$ cat src/rtl/tank_pkg.sv
// Shared types, screen limits and terrain profile for the tank game.
package tank_pkg;

    localparam int unsigned COORD_W      = 10;
    localparam int unsigned POS_W        = 11;
    localparam int unsigned SCREEN_X_MAX = 639;
    localparam int unsigned SCREEN_Y_MAX = 479;

    localparam logic [1:0] DIR_LEFT  = 2'd0;
    localparam logic [1:0] DIR_RIGHT = 2'd1;

    typedef enum logic [1:0] {
        IDLE    = 2'd0,
        FLIGHT  = 2'd1,
        EXPLODE = 2'd2
    } shell_state_t;

    // Terrain height: 607*x^2/1562500 - 71*x/500 + 267, each division truncating.
    // The quadratic product is kept wide enough for any 10-bit x.
    function automatic logic [COORD_W-1:0] ground_y(input logic [COORD_W-1:0] x);
        logic [29:0]        quad;
        logic [16:0]        lin;
        logic [COORD_W-1:0] quad_q;
        logic [COORD_W-1:0] lin_q;
        quad   = 30'(x) * 30'(x) * 30'd607;
        lin    = 17'(x) * 17'd71;
        quad_q = COORD_W'(quad / 30'd1562500);
        lin_q  = COORD_W'(lin / 17'd500);
        return COORD_W'(10'd267 + quad_q - lin_q);
    endfunction

endpackage

$ cat src/rtl/shell_collide.sv
// Combinational enemy-box and terrain collision tests for the current shell position.
module shell_collide
    import tank_pkg::*;
(
    input  logic signed [POS_W-1:0]   shell_x,
    input  logic signed [POS_W-1:0]   shell_y,
    input  logic        [COORD_W-1:0] shell_s,
    input  logic        [COORD_W-1:0] enemy_x,
    input  logic        [COORD_W-1:0] enemy_y,
    input  logic        [COORD_W-1:0] enemy_s,
    output logic                      hit_enemy,
    output logic                      hit_ground
);

    localparam int unsigned DW = POS_W + 1;

    logic signed [DW-1:0]      dx;
    logic signed [DW-1:0]      dy;
    logic        [DW-1:0]      adx;
    logic        [DW-1:0]      ady;
    logic        [DW-1:0]      reach;
    logic        [COORD_W-1:0] gy;

    always_comb begin
        dx    = DW'(shell_x) - DW'(enemy_x);
        dy    = DW'(shell_y) - DW'(enemy_y);
        adx   = dx[DW-1] ? DW'(-dx) : DW'(dx);
        ady   = dy[DW-1] ? DW'(-dy) : DW'(dy);
        reach = DW'(shell_s) + DW'(enemy_s);
        hit_enemy = (adx <= reach) && (ady <= reach);

        // Shell x never goes negative in flight, so its low bits index the terrain directly.
        gy         = ground_y(shell_x[COORD_W-1:0]);
        hit_ground = (DW'(shell_y) >= $signed({2'b00, gy}));
    end

endmodule

$ cat src/rtl/tank_shell.sv
// Single-shell projectile engine: launch on a fire edge, ballistic flight per frame,
// then enemy hit / terrain impact explosion or silent off-screen exit.
module tank_shell
    import tank_pkg::*;
#(
    parameter int unsigned SHELL_SIZE     = 2,
    parameter int unsigned SHELL_VX       = 2,
    parameter int unsigned AIM_MAX        = 15,
    parameter int unsigned GRAV_DIV       = 4,
    parameter int unsigned VY_MAX         = 15,
    parameter int unsigned EXPLODE_FRAMES = 16
) (
    input  logic               frame_clk,
    input  logic               Reset_n,
    input  logic               shoot,
    input  logic [COORD_W-1:0] TankX,
    input  logic [COORD_W-1:0] TankY,
    input  logic [COORD_W-1:0] TankS,
    input  logic [1:0]         Direction,
    input  logic [COORD_W-1:0] y_component,
    input  logic [COORD_W-1:0] EnemyX,
    input  logic [COORD_W-1:0] EnemyY,
    input  logic [COORD_W-1:0] EnemyS,
    output logic [COORD_W-1:0] ShellX,
    output logic [COORD_W-1:0] ShellY,
    output logic [COORD_W-1:0] ShellS,
    output logic               shell_active,
    output logic               exploding,
    output logic               hit
);

    localparam int unsigned STEP_W = POS_W + 1;
    localparam int unsigned GRAV_W = (GRAV_DIV > 1) ? $clog2(GRAV_DIV) : 1;
    localparam int unsigned EXP_W  = (EXPLODE_FRAMES > 1) ? $clog2(EXPLODE_FRAMES) : 1;

    localparam logic        [GRAV_W-1:0] GRAV_LAST = GRAV_W'(GRAV_DIV - 1);
    localparam logic        [EXP_W-1:0]  EXP_LAST  = EXP_W'(EXPLODE_FRAMES - 1);
    localparam logic signed [POS_W-1:0]  VX_MAG    = POS_W'(SHELL_VX);
    localparam logic signed [POS_W-1:0]  AIM_LIM   = POS_W'(AIM_MAX);
    localparam logic signed [POS_W-1:0]  VY_LIM    = POS_W'(VY_MAX);
    localparam logic signed [POS_W-1:0]  VY_ONE    = POS_W'(1);
    localparam logic signed [STEP_W-1:0] X_LIM     = STEP_W'(SCREEN_X_MAX);
    localparam logic signed [STEP_W-1:0] Y_LIM     = STEP_W'(SCREEN_Y_MAX);

    shell_state_t              state, state_nxt;
    logic signed [POS_W-1:0]   shell_x, shell_x_nxt;
    logic signed [POS_W-1:0]   shell_y, shell_y_nxt;
    logic signed [POS_W-1:0]   vx, vx_nxt;
    logic signed [POS_W-1:0]   vy, vy_nxt;
    logic        [GRAV_W-1:0]  grav_cnt, grav_cnt_nxt;
    logic        [EXP_W-1:0]   expl_cnt, expl_cnt_nxt;
    logic                      shoot_d;
    logic                      hit_nxt;

    logic                      fire;
    logic signed [POS_W-1:0]   aim_ext;
    logic signed [POS_W-1:0]   aim_clamp;
    logic signed [STEP_W-1:0]  step_x;
    logic signed [STEP_W-1:0]  step_y;
    logic                      hit_enemy;
    logic                      hit_ground;
    logic        [COORD_W-1:0] shell_s;

    assign shell_s = COORD_W'(SHELL_SIZE);
    assign ShellS  = shell_s;
    assign ShellX  = shell_x[COORD_W-1:0];
    assign ShellY  = shell_y[COORD_W-1:0];

    shell_collide u_collide (
        .shell_x    (shell_x),
        .shell_y    (shell_y),
        .shell_s    (shell_s),
        .enemy_x    (EnemyX),
        .enemy_y    (EnemyY),
        .enemy_s    (EnemyS),
        .hit_enemy  (hit_enemy),
        .hit_ground (hit_ground)
    );

    // State, datapath and status flags; status flags track the state being entered.
    always_ff @(posedge frame_clk or negedge Reset_n) begin
        if (!Reset_n) begin
            state        <= IDLE;
            shell_x      <= '0;
            shell_y      <= '0;
            vx           <= '0;
            vy           <= '0;
            grav_cnt     <= '0;
            expl_cnt     <= '0;
            shoot_d      <= 1'b0;
            shell_active <= 1'b0;
            exploding    <= 1'b0;
            hit          <= 1'b0;
        end else begin
            state        <= state_nxt;
            shell_x      <= shell_x_nxt;
            shell_y      <= shell_y_nxt;
            vx           <= vx_nxt;
            vy           <= vy_nxt;
            grav_cnt     <= grav_cnt_nxt;
            expl_cnt     <= expl_cnt_nxt;
            shoot_d      <= shoot;
            shell_active <= (state_nxt == FLIGHT);
            exploding    <= (state_nxt == EXPLODE);
            hit          <= hit_nxt;
        end
    end

    always_comb begin
        state_nxt    = state;
        shell_x_nxt  = shell_x;
        shell_y_nxt  = shell_y;
        vx_nxt       = vx;
        vy_nxt       = vy;
        grav_cnt_nxt = grav_cnt;
        expl_cnt_nxt = expl_cnt;
        hit_nxt      = 1'b0;

        fire    = shoot && !shoot_d;
        aim_ext = POS_W'($signed(y_component));
        if (aim_ext > AIM_LIM) begin
            aim_clamp = AIM_LIM;
        end else if (aim_ext < -AIM_LIM) begin
            aim_clamp = -AIM_LIM;
        end else begin
            aim_clamp = aim_ext;
        end
        step_x = STEP_W'(shell_x) + STEP_W'(vx);
        step_y = STEP_W'(shell_y) + STEP_W'(vy);

        unique case (state)
            IDLE: begin
                if (fire) begin
                    state_nxt    = FLIGHT;
                    shell_x_nxt  = POS_W'(TankX);
                    shell_y_nxt  = POS_W'(TankY) - POS_W'(TankS);
                    vx_nxt       = (Direction == DIR_LEFT) ? -VX_MAG : VX_MAG;
                    vy_nxt       = -aim_clamp;
                    grav_cnt_nxt = '0;
                end
            end
            FLIGHT: begin
                // Priority: enemy hit, terrain, off-screen, then move.
                if (hit_enemy) begin
                    state_nxt    = EXPLODE;
                    expl_cnt_nxt = '0;
                    hit_nxt      = 1'b1;
                end else if (hit_ground) begin
                    state_nxt    = EXPLODE;
                    expl_cnt_nxt = '0;
                end else if (step_x < 0 || step_x > X_LIM || step_y > Y_LIM) begin
                    state_nxt = IDLE;
                end else begin
                    shell_x_nxt = POS_W'(step_x);
                    shell_y_nxt = POS_W'(step_y);
                    if (grav_cnt == GRAV_LAST) begin
                        grav_cnt_nxt = '0;
                        vy_nxt       = (vy >= VY_LIM) ? VY_LIM : vy + VY_ONE;
                    end else begin
                        grav_cnt_nxt = grav_cnt + GRAV_W'(1);
                    end
                end
            end
            EXPLODE: begin
                if (expl_cnt == EXP_LAST) begin
                    state_nxt = IDLE;
                end else begin
                    expl_cnt_nxt = expl_cnt + EXP_W'(1);
                end
            end
            default: begin
                state_nxt = IDLE;
            end
        endcase
    end

endmodule

$ cat config.mk
export PLATFORM = sky130hd
export DESIGN_NAME = tank_shell
export DESIGN_NICKNAME = d
export VERILOG_FILES = /design/src/rtl/tank_pkg.sv /design/src/rtl/shell_collide.sv /design/src/rtl/tank_shell.sv
export SDC_FILE = /design/constraint.sdc
export NUM_CORES = 1
export LEC_CHECK = 0
export CORE_ASPECT_RATIO = 0.9
export CORE_MARGIN = 1.5
export CORE_UTILIZATION = 40
export CTS_BUF_LIST = sky130_fd_sc_hd__clkbuf_4 sky130_fd_sc_hd__clkbuf_8
export DETAILED_ROUTE_END_ITERATION = 8
export PLACE_DENSITY = 0.68
export RECOVER_POWER = 25
export SYNTH_ARGS = -nofsm -noshare
export SYNTH_HDL_FRONTEND = slang
export SYNTH_SLANG_ARGS = --single-unit
export TNS_END_PERCENT = 50
$ cat constraint.sdc
create_clock -name frame_clk -period 29.7 [get_ports frame_clk]
set_clock_uncertainty 0.05 [all_clocks]
set_input_delay 7.425 -clock frame_clk [delete_from_list [all_inputs] [get_ports frame_clk]]
set_output_delay 7.425 -clock frame_clk [all_outputs]
set_load 0.1 [all_outputs]
# == Yosys cells after proc, flatten, opt, wreduce, memory -nomap -nowiden ==
# Index checks and enable logic that the tools add are counted.
# op_classes
reduce_logical,13
n_eq_ne,13
magnitude_cmp,9
add_sub_neg,14
div,2
muxes,40
mul,3
# op_table
op,n
$mux W11,17
$pmux W11 S2,3
$div A30 B21 Y30 const B,1
$mul A20 B10 Y30 const B,1
$add A11 B11 Y12,2
$le A12 B12 Y1,2
$mux W12,2
$neg A12 Y12,2
$sub A11 B11 Y12,2
$mul A10 B10 Y20,1
$mux W2,10
$div A17 B9 Y17 const B,1
$mul A10 B7 Y17 const B,1
$gt A12 B10 Y1 const B,1
$gt A12 B11 Y1 const B,1
$lt A12 B1 Y1 const B,1
$mux W4,3
$ne A2 B2 Y1 const B,6
$add A11 B2 Y11 const B,1
$add A2 B10 Y11 const A,1
$ge A11 B11 Y1,1
$ge A11 B5 Y1 const B,1
$neg A11 Y11,1
$sub A10 B10 Y11,1
other kinds (23),31
# totals
in_bits,75
register_bits,56

# == Longest topological paths before layout ==
# Gate-level depths: netlist of the first run.
# depth
word_depth,10
mapped_depth,111
ltp_nobuf,100

# == By module ==
# Synthesis of the first run repeated with hierarchy kept, for this count alone.
# unflattened
cells_unflattened,2921
hier_area_um2,22691.8
# by_module_without_submodules
mod,cells_each,instances,seq_area_each_um2,area_per_inst_um2
shell_collide,2427,1,0.0,18442.7
tank_shell,494,1,1176.1,4249.1

# == Least setup slack after synthesis of the first run ==
# No wires, ideal clock.
# synth_path
path_type,reg-to-reg
start,register shell_x[1]
end,register shell_x[4]
slack_ns,6.601
setup_ns,0.133
path_stages_with_launch,103
n_path_buf,8
required_time_ns,29.517
arrival_time_ns,22.916
synth_period_minus_slack_ns,23.099
cell_sequence,dfrtp_1 -> inv_1 -> nor2_1 -> fa_1 -> fa_1 -> ha_1 -> fa_1 -> inv_1 -> fa_1 -> inv_1 -> ha_1 -> o21ai_0 -> nand2b_1 -> a21o_1 -> a21o_1 -> a21o_1 -> a21o_1 -> a21o_1 -> [67 not listed] -> a21oi_1 -> nor2_1 -> nor2_1 -> o21bai_1 -> a21oi_1 -> o21bai_1 -> a21oi_1 -> xnor2_1 -> xnor2_1 -> ha_1 -> a21oi_1 -> o21a_1 -> nor4b_1 -> and2_1 -> nor2_1 -> clkbuf_1 -> clkbuf_1 -> a21oi_1
# synth_between
elab_chain_cells,8
# synth_lines
item,line_no,rtl
"start, declared",tank_shell.sv:46,"logic signed [POS_W-1:0] shell_x, shell_x_nxt;"
"start signal, assigned",tank_shell.sv:96,shell_x <= shell_x_nxt;
$mul A10 B10 Y20,tank_pkg.sv:25,quad = 30'(x) * 30'(x) * 30'd607;
$mul A20 B10 Y30,tank_pkg.sv:25,
$div A30 B21 Y30,tank_pkg.sv:27,quad_q = COORD_W'(quad / 30'd1562500);
$add A9 B10 Y10,tank_pkg.sv:29,return COORD_W'(10'd267 + quad_q - lin_q);
$sub A10 B10 Y10,tank_pkg.sv:29,
$ge A11 B11 Y1,shell_collide.sv:34,"hit_ground = (DW'(shell_y) >= $signed({2'b00, gy}));"
$ne A2 B2 Y1 (no line),--,
$reduce_and A5 Y1 (no line),--,
# Several ways; a longest one is shown, not always the timed one. The select of a mux whose other input is x is not followed.
# A chain may end at the register's enable or synchronous reset.

# == Final worst setup path of the first run ==
# layout_path
start,register shell_x[1]
end,register shell_y[6]
# layout_between
elab_chain_cells,8
# layout_lines
item,line_no,rtl
$mul A10 B10 Y20,tank_pkg.sv:25,
$mul A20 B10 Y30,tank_pkg.sv:25,
$div A30 B21 Y30,tank_pkg.sv:27,
$add A9 B10 Y10,tank_pkg.sv:29,
$sub A10 B10 Y10,tank_pkg.sv:29,
$ge A11 B11 Y1,shell_collide.sv:34,
$ne A2 B2 Y1 (no line),--,
$reduce_and A5 Y1 (no line) (*),--,
"end signal, assigned",tank_shell.sv:97,shell_y <= shell_y_nxt;
"end, declared",tank_shell.sv:47,"logic signed [POS_W-1:0] shell_y, shell_y_nxt;"
# Every way passes the cells marked *; elsewhere a longest branch is shown, timed or not.

==> results.yml, run 1 <==
routing:
  routed-via-count: 19912
  firstDrtPassIters: 5
  drc: 0
  antenna_left: 0
  via_per_inst: 5.62
  wl_mm: 55.5
  drt_iter0_markers: 1404
  wire_per_inst_um: 15.6
yosys:
  syn_inst: 2811
  synthTopCellsByCount: "inv_1, ha_1, nor2_1"
  synth_cell_type_count: 125
  synth_top_area_share_pct: 17.1
  synthesis.area_um2: 22000
  synth-compound-area-share_pct: 24.0
  synth_seq_area_share_pct: 5.35
  synth-edff-count: 0
  synth_area_leaders: "ha_1, fa_1, xnor2_1"
  async_flop_share_pct: 100
  synth_most_common_cell: "inv_1"
  synthAdderAreaFrac_pct: 29.8
  ys_seq_elements: 47
  postSynthAreaPerCell_um2: 7.83
  synth_area_leader_cell: "ha_1"
  synth_xor_area_share_pct: 9.53
  synth_top_family_by_area: "adder cells"
  synth_mux_area_share_pct: 2.71
  synth_warnings: 0
  yosys.area_share.simple_pct: 20.6
  ys.flop_type: "dfrtp_1"
cts:
  cts_buffers: 5
  holdBufCountCts: 0
  tritoncts: "done"
  cts_setup_buffers: 0
  cts_root_buf: "clkbuf_8"
  clk-insertion-delay-late_ns: 0.32
  cts_num_sinks: 47
  ctsHtreeMaxLevel: 2
  path_clk_slew_ns: 0.10
  post_cts_resized: 0
  clock_path_buffers: 2
critical_path:
  cp_slowest_cell: "o32ai_1"
  crit_buf_inv: 9
  path_class: "register to register"
  start_kind: "register"
  ff2ff_setup_slack_ns: 2.48
  critPathCaptureType: "register"
  cp_data_required_time_ns: 29.86
  arrival_ns: 27.38
  path_max_fanout: 22
  critPathTopFamily: "compound AO/OA/AOI/OAI gates"
  cpPeakStageDelay_ns: 0.91
  cpMostUsedCell: "a21o_1"
global_route:
  grt_pass1_wl_mm: 94.7
  grt_overflow_total: 0
  antenna_found_initial: 1
  grt_max_degree: 48
  track_usage_pct: 19.8
  grt_pass1_vias: 18790
sta:
  slew_violations: 48
  timing.final.crit_share_pct: 91.6
  maxSlewHeadroom_pct: -75.7
  setup-violations-final: 0
  hold_viol_final: 0
  max_freq_ghz: 0.0367
  timing.setup.tns_ns: 0
  worst_pin_slew_ns: 2.64
  period_needed_ns: 27.22
  rsz0062_at_grt: "false"
cells_and_area:
  area_growth_pct: 6.92
  antennaDiodeCount: 0
  fillers: 5474
  drive_gt1_share_pct: 5.39
  nets: 3351
floorplanning:
  fp.dieW_um: 250
  design.core.area_um2: 54300
  die_h_um: 225
  io_pins: 108
  num_rows: 81
  die_area_um2: 56400
  start_util_pct: 40.5
status:
  status: "finished, violations left"
  violations: "max-capacitance violations, max-slew violations"
place:
  dp_hpwl_mm: 47.0
  io_buffers: 97
  routabilityCongestion: 0.908
worst_hold_path:
  min_path_type: "register to register"
job:
  cap_violations: 1
-- worst paths after layout --
path,cells past startpoint,from,end
setup / recovery,94,shell_x[1]$_DFFE_PN0P_,shell_y[6]$_DFFE_PN0P_
hold / removal,1,vx[1]$_DFFE_PN0P_,vx[1]$_DFFE_PN0P_
setup reg to reg,94,shell_x[1]$_DFFE_PN0P_,shell_y[6]$_DFFE_PN0P_
hold reg to reg,1,vx[1]$_DFFE_PN0P_,vx[1]$_DFFE_PN0P_
max in group asynchronous,2,Reset_n,hit$_DFF_PN0_
min in group asynchronous,2,Reset_n,vy[8]$_DFFE_PN0P_
-- cells by family after synthesis --
logic type | after synthesis
AO/OA/AOI/OAI | 737
XOR/XNOR | 235
adder cells (fa/ha/maj) | 445
buffers and inverters | 415
flip-flops | 47
multiplexers | 54
other | 2
AND/OR/NAND/NOR | 876
-- layer usage --
metal	GRT usage, %	part of all wire, %
met1	29.5	50
met2	32.1	44
met3	1.34	4.7
met4	2.21	1.1
met5	0	0.020
-- cell type report --
| type | instances | area, um^2 | share of cell area (%) |
|---|---|---|---|
| Tap cell | 705 | 882 | 3.75 |
| Clock inverter | 2 | 13.8 | 0.0585 |
| Inverter | 317 | 1190 | 5.06 |
| Multi-Input combinational cell | 2358 | 19100 | 81.2 |
| Sequential cell | 47 | 1180 | 5.00 |
| Timing Repair Buffer | 111 | 1070 | 4.54 |
| Clock buffer | 6 | 82.6 | 0.351 |
-- per-stage QoR --
step	instances	hold WS [ns]	area (um^2)	worst slack (ns)	utilization, %
after floorplan	2820	0.394	22000	6.60	-
after global placement	3538	0.423	23400	3.37	43.1
after detailed placement	3538	0.426	23400	2.68	43.1
after CTS	3546	0.448	23500	2.61	43.3
after global routing	3546	0.476	23500	0.147	43.3
final	3546	0.446	23500	2.48	43.3
-- placed cells by master (no fill, tap or decap), types with 47 or more instances in the layout --
master           count
inv_1              311
ha_1               301
nor2_1             218
nand2_1            185
a21oi_1            168
xnor2_1            160
fa_1               135
o21ai_0            119
clkdlybuf4s50_1     95
nand3_1             85
a21o_1              79
xor2_1              70
and2_1              62
nor3_1              51
dfrtp_1             47
-- registers in the layout, indices dropped and copies added (netlist names), 2 cells and up --
signal,count
shell_x,11
vy,11
grav_cnt,2
shell_y,11
state,2
vx,2
expl_cnt,4
Power of run 1 is not shown: default switching activity piles up to over one toggle a cycle in this logic, so the estimate is an artifact.
==> run 2: changes to the inputs <==
CTS_CLUSTER_DIAMETER = 200   (was unset)
==> results of run 2 <==
Same layout as run 1: the final DEF is identical, and so are final timing and power.
Power of run 2 is left out for the same reason.
